`config.mk`:
```
export PLATFORM = sky130hd
export DESIGN_NAME = bus_datapath_seq
export DESIGN_NICKNAME = d
export VERILOG_FILES = /design/src/rtl/bus_dp_pkg.sv /design/src/rtl/bus_dp_alu.sv /design/src/rtl/bus_datapath_seq.sv
export SDC_FILE = /design/constraint.sdc
export NUM_CORES = 2
export LEC_CHECK = 0
export BUFFER_PORTS_ARGS = -buffer_cell sky130_fd_sc_hd__buf_4
export CORE_ASPECT_RATIO = 0.8
export CORE_MARGIN = 4
export CORE_UTILIZATION = 54
export CTS_CLUSTER_SIZE = 20
export DETAILED_ROUTE_END_ITERATION = 12
export MAX_ROUTING_LAYER = met4
export PLACE_DENSITY = 0.79
export SETUP_SLACK_MARGIN = 0.05
export SLEW_MARGIN = 20
export SYNTH_ARGS = -nofsm -noshare
export SYNTH_HDL_FRONTEND = slang
export SYNTH_SLANG_ARGS = --single-unit
```
`constraint.sdc`:
```
create_clock -name clock -period 9.65 [get_ports clock]
set_input_delay 0.4825 -clock clock [delete_from_list [all_inputs] [get_ports clock]]
set_output_delay 0.4825 -clock clock [all_outputs]
set_load 0.005 [all_outputs]
```
`src/rtl/bus_dp_pkg.sv`:
```
// Shared encodings for the bus datapath: ALU operation codes and control FSM states.
package bus_dp_pkg;

  typedef enum logic [2:0] {
    OpAdd  = 3'd0,
    OpSub  = 3'd1,
    OpAnd  = 3'd2,
    OpOr   = 3'd3,
    OpShl  = 3'd4,
    OpShr  = 3'd5,
    OpMul  = 3'd6,
    OpMovi = 3'd7
  } op_e;

  typedef enum logic [2:0] {
    StIdle = 3'd0,
    StTA   = 3'd1,
    StTB   = 3'd2,
    StTW   = 3'd3,
    StTW2  = 3'd4,
    StDone = 3'd5
  } state_e;

endpackage

```
`src/rtl/bus_dp_alu.sv`:
```
// Combinational ALU: evaluates Y op C into a double-width Z (z_hi, z_lo).
module bus_dp_alu
  import bus_dp_pkg::*;
#(
  parameter int unsigned DATA_W = 32
) (
  input  logic [DATA_W-1:0] y,
  input  logic [DATA_W-1:0] c,
  input  op_e               op,
  output logic [DATA_W-1:0] z_hi,
  output logic [DATA_W-1:0] z_lo
);

  localparam int unsigned SW = (DATA_W > 1) ? $clog2(DATA_W) : 1;

  logic [SW-1:0]         w_shamt;
  logic [2*DATA_W-1:0]   w_prod;

  assign w_shamt = c[SW-1:0];
  assign w_prod  = {{DATA_W{1'b0}}, y} * {{DATA_W{1'b0}}, c};

  always_comb begin
    z_hi = '0;
    z_lo = '0;
    case (op)
      OpAdd:   z_lo = y + c;
      OpSub:   z_lo = y - c;
      OpAnd:   z_lo = y & c;
      OpOr:    z_lo = y | c;
      OpShl:   z_lo = y << w_shamt;
      OpShr:   z_lo = y >> w_shamt;
      OpMul:   {z_hi, z_lo} = w_prod;
      OpMovi:  z_lo = c;
      default: z_lo = '0;
    endcase
  end

endmodule

```
`src/rtl/bus_datapath_seq.sv`:
```
// Single-bus style sequenced datapath: register file, Y/Z/HI/LO staging and a
// multi-cycle control FSM that executes one operation per start request.
module bus_datapath_seq
  import bus_dp_pkg::*;
#(
  parameter int unsigned DATA_W  = 32,
  parameter int unsigned NREGS   = 16,
  parameter bit          R0_ZERO = 1'b1,
  localparam int unsigned RW     = $clog2(NREGS)
) (
  input  logic              clock,
  input  logic              clear,
  input  logic              start,
  input  logic [2:0]        op,
  input  logic [RW-1:0]     ra,
  input  logic [RW-1:0]     rb,
  input  logic [RW-1:0]     rc,
  input  logic              imm_sel,
  input  logic [DATA_W-1:0] imm,
  output logic              busy,
  output logic              done,
  input  logic [RW-1:0]     rd_sel,
  output logic [DATA_W-1:0] rd_data,
  output logic [DATA_W-1:0] hi_out,
  output logic [DATA_W-1:0] lo_out
);

  state_e              r_state;
  state_e              w_state_next;

  logic [DATA_W-1:0]   r_regs [NREGS];
  logic [DATA_W-1:0]   r_y;
  logic [DATA_W-1:0]   r_zhi;
  logic [DATA_W-1:0]   r_zlo;
  logic [DATA_W-1:0]   r_hi;
  logic [DATA_W-1:0]   r_lo;

  op_e                 r_op;
  logic [RW-1:0]       r_ra;
  logic [RW-1:0]       r_rb;
  logic [RW-1:0]       r_rc;
  logic                r_imm_sel;
  logic [DATA_W-1:0]   r_imm;

  logic [DATA_W-1:0]   w_b;
  logic [DATA_W-1:0]   w_c;
  logic [DATA_W-1:0]   w_zhi;
  logic [DATA_W-1:0]   w_zlo;

  // R0 reads as zero only on the B path; the C path always sees the stored value.
  assign w_b = (R0_ZERO && (r_rb == '0)) ? '0 : r_regs[r_rb];
  assign w_c = r_imm_sel ? r_imm : r_regs[r_rc];

  bus_dp_alu #(
    .DATA_W (DATA_W)
  ) u_alu (
    .y    (r_y),
    .c    (w_c),
    .op   (r_op),
    .z_hi (w_zhi),
    .z_lo (w_zlo)
  );

  always_ff @(posedge clock or negedge clear) begin
    if (!clear) begin
      r_state <= StIdle;
    end else begin
      r_state <= w_state_next;
    end
  end

  always_comb begin
    w_state_next = r_state;
    busy         = 1'b1;
    done         = 1'b0;
    case (r_state)
      StIdle: begin
        busy = 1'b0;
        if (start) w_state_next = StTA;
      end
      StTA:    w_state_next = StTB;
      StTB:    w_state_next = StTW;
      StTW:    w_state_next = (r_op == OpMul) ? StTW2 : StDone;
      StTW2:   w_state_next = StDone;
      StDone: begin
        done         = 1'b1;
        w_state_next = StIdle;
      end
      default: w_state_next = StIdle;
    endcase
  end

  always_ff @(posedge clock or negedge clear) begin
    if (!clear) begin
      for (int i = 0; i < NREGS; i++) r_regs[i] <= '0;
      r_y       <= '0;
      r_zhi     <= '0;
      r_zlo     <= '0;
      r_hi      <= '0;
      r_lo      <= '0;
      r_op      <= OpAdd;
      r_ra      <= '0;
      r_rb      <= '0;
      r_rc      <= '0;
      r_imm_sel <= 1'b0;
      r_imm     <= '0;
    end else begin
      case (r_state)
        StIdle: begin
          if (start) begin
            r_op      <= op_e'(op);
            r_ra      <= ra;
            r_rb      <= rb;
            r_rc      <= rc;
            r_imm_sel <= imm_sel;
            r_imm     <= imm;
          end
        end
        StTA: r_y <= w_b;
        StTB: begin
          r_zhi <= w_zhi;
          r_zlo <= w_zlo;
        end
        StTW: begin
          if (r_op == OpMul) r_lo <= r_zlo;
          else               r_regs[r_ra] <= r_zlo;
        end
        StTW2: r_hi <= r_zhi;
        default: ;
      endcase
    end
  end

  assign rd_data = r_regs[rd_sel];
  assign hi_out  = r_hi;
  assign lo_out  = r_lo;

endmodule
```
==> results.json <==
{
  "status": "finished clean",
  "finalWorstSetupSlack_ns": 0.253,
  "grt_max_degree": 159,
  "rsz0062_at_grt": "yes",
  "layout-drive-gt1-share_pct": 25.9,
  "cts-root-buf": "clkbuf_16",
  "whs_path_depth": 2,
  "timing.final.crit_period_ns": 9.40,
  "yosys.cell_types.count": 101,
  "grt_pass1_wl_um": 432000,
  "cts_max_level": 3,
  "ant_nets": 0,
  "dr.pass1.iters": 6,
  "place_area_mm2": 0.0830,
  "hold_start": "ra[1]",
  "yosys_warnings": 0,
  "r2r_end": "r_zhi[12]",
  "num_rows": 124,
  "drc_errors": 0,
  "cp-start-kind": "register",
  "fillCellCount": 11200,
  "core-area_mm2": 0.143,
  "portBuffers": 152,
  "postSynth.asyncResetShare_pct": 100,
  "ios": 153,
  "cts_tree": "yes",
  "nets": 8555,
  "synth-seq-cells": 723,
  "vias": 62600,
  "fp.dieH_um": 348,
  "clkLatencyLatePin_ns": 0.74,
  "end_kind": "register",
  "slew_viol_final": 0,
  "seqCellArea_mm2": 0.0181,
  "r2r_slack_ns": 0.25,
  "setup_viol": 0,
  "clk_pin_slew_ns": 0.07,
  "tightestPinTransition_ns": 1.22,
  "area_growth_pct": 11.3,
  "die-area_mm2": 0.151,
  "ys.flop_type": "dfrtp_1",
  "crit_fanout": 26,
  "slew_headroom_pct": 16.3,
  "slowest_delay_ns": 0.70,
  "track_usage_pct": 40.1,
  "hpwl_um": 207000,
  "worstRegToRegCells": 32,
  "cp.required_ns": 10.24,
  "fin_skew_ns": 0.0431,
  "post-place-ws_ns": -0.196,
  "wl_per_cell_um": 31.7,
  "syn_nets": 8421,
  "drv_cap": 0,
  "multi_input_area_mm2": 0.0549,
  "synth_sequential_area_ratio_pct": 23.1,
  "start_util_pct": 54.5,
  "syn_inst": 7171,
  "routed_wl_um": 294000,
  "timing.rr.start": "r_rc[3]",
  "cpMostUsedCell": "fa_1",
  "overflow": 0,
  "grt_pass1_vias": 65000,
  "cts.sink_count": 723,
  "antenna_found_initial": 18,
  "synth_enable_flop_cells": 0,
  "max_freq_mhz": 106,
  "first_iter_violations": 9947,
  "whs_ns": 0.00794,
  "cts_buffers": 78,
  "hold_path.class": "in -> reg",
  "min_to": "r_ra[1]",
  "finalCritPeriodShare_pct": 97.4,
  "cp_slowest_cell": "dfrtp_1",
  "gp_congestion": 1.10,
  "worstSetupPathType": "reg -> reg",
  "stdcell_area_mm2": 0.0870,
  "clk_path_buf_depth": 3,
  "vias_per_cell": 6.75,
  "cp_data_arrival_time_ns": 9.99,
  "syn_area_mm2": 0.0782,
  "die_w_um": 433,
  "hold_viol_final": 0,
  "postSynthAreaPerCell_um2": 10.9
}
## synthesized netlist by cell type (all sizes together) (8+ instances only)
library cell | instances | area share (%)
ha | 298 | 4.8
nor2 | 173 | 0.86
a2111oi | 8 | 0.090
a22oi | 21 | 0.21
xor2 | 34 | 0.38
a221oi | 15 | 0.18
inv | 922 | 4.4
fa | 897 | 23
mux4 | 442 | 13
mux2 | 627 | 9.0
and3 | 21 | 0.17
xnor2 | 68 | 0.76
o21bai | 22 | 0.21
a31oi | 52 | 0.42
a311oi | 8 | 0.090
mux2i | 107 | 1.4
nor3 | 33 | 0.23
o21a | 10 | 0.096
nor2b | 45 | 0.36
o21ai | 177 | 1.1
o31ai | 30 | 0.29
o211a | 9 | 0.12
maj3 | 8 | 0.10
a211oi | 37 | 0.36
nand2b | 29 | 0.23
nor4 | 11 | 0.11
a21boi | 13 | 0.12
or3 | 15 | 0.12
nand4 | 30 | 0.24
a32o | 9 | 0.12
buf | 136 | 0.93
nand3 | 70 | 0.45
o22ai | 31 | 0.26
a21o | 74 | 0.71
o221ai | 33 | 0.38
nand2 | 772 | 3.7
o41ai | 9 | 0.12
and2 | 422 | 3.4
o211ai | 19 | 0.18
dfrtp | 723 | 23
a21oi | 182 | 1.2
clkbuf | 419 | 2.0
## worst max-delay path: cells and delay by family, from the launching register on
kind / cells / cell delay [ns]
compound gates: 11 / 2.13
fa+ha+maj: 9 / 4.31
buf+inv: 9 / 1.21
flops: 1 / 0.70
simple gates: 3 / 0.90
## worst max-delay path by stage
stage / cells after the start / slack (ns) / end / from
6_report: 32 / 0.25 / r_zhi[12] / r_rc[3]
5_1_grt: 34 / -0.004 / r_zhi[31] / r_rc[0]
4_1_cts: 30 / 0.07 / r_zhi[23] / r_rc[0]
2_1_floorplan: 34 / 0.06 / r_zhi[5] / r_rc[0]
3_3_place_gp: 27 / -0.03 / r_zhi[25] / r_rc[0]
3_5_place_dp: 32 / -0.20 / r_zhi[23] / r_rc[0]
## metrics by stage
step | setup TNS, ns | cells | utilization (%)
after floorplan | 0 | 7171 | -
after global placement | -0.0280 | 9023 | 57.9
after detailed placement | -0.800 | 9023 | 57.9
after CTS | 0 | 9216 | 60.2
after global routing | -0.00352 | 9262 | 60.7
final | 0 | 9270 | 60.7
## state kept, by name, summed over array words and instances, names as in the netlist
signal / count
r_zhi: 32
r_imm: 32
hi_out: 32
r_op: 3
r_state: 3
r_rc: 4
r_imm_sel: 1
r_zlo: 32
lo_out: 32
r_regs: 512
r_y: 32
r_ra: 4
r_rb: 4
## cells in the final DEF (no fill, tap or decap), types with 44 or more instances in the layout
cell       synthesis  layout
xnor2_1           68      68
dfrtp_1          723     709
nand2_1          771     762
fa_1             897     897
ha_1             298     295
clkbuf_16          0      82
a31oi_1           51      44
a21oi_1          181     162
o21ai_0          173     167
buf_4              5     513
mux2i_1          105     102
inv_1            920     919
mux2_2           626     626
nor2_1           170     164
and2_1           422     422
mux4_2           442     442
nand3_1           70      67
a21o_1            74      74
## cell type report
type | instances | share of cell area, %
clock buffers | 97 | 2.44
diodes | 15 | 0.0432
multi-input cells | 4966 | 63.2
well taps | 1890 | 2.72
clock inverters | 43 | 0.709
repair buffers | 608 | 6.08
flip-flops and latches | 723 | 20.8
inverters | 928 | 4.01
## routing by layer
layer | track usage, % | vias up | wire length (um)
met5 | - | - | 0
met1 | 53.3 | 32200 | 109000
met4 | 18.9 | 0 | 18700
met3 | 13.5 | 983 | 42500
li1 | - | 24500 | -
met2 | 55.5 | 4867 | 123000
## cell families after synthesis
logic type / Yosys count / synth area share [%]
AO/OA/AOI/OAI: 832 / 7.12
XOR/XNOR: 102 / 1.14
adder cells (fa/ha/maj): 1203 / 27.8
buffers and inverters: 1483 / 7.40
flip-flops: 723 / 23.1
multiplexers: 1176 / 23.2
AND/OR/NAND/NOR: 1652 / 10.2
## timing repair
action | in CTS | in global routing
resized for setup | 6 | 46
pin swaps | 2 | 6
setup buffers | 10 | 31
hold buffers | 43 | 0
cloned | 0 | 6
endpoints found under the setup margin | 19 | 38
endpoints found under the hold margin | 133 | 0
Power is not shown: default switching activity piles up to over one toggle a cycle in this logic, so the estimate is an artifact.
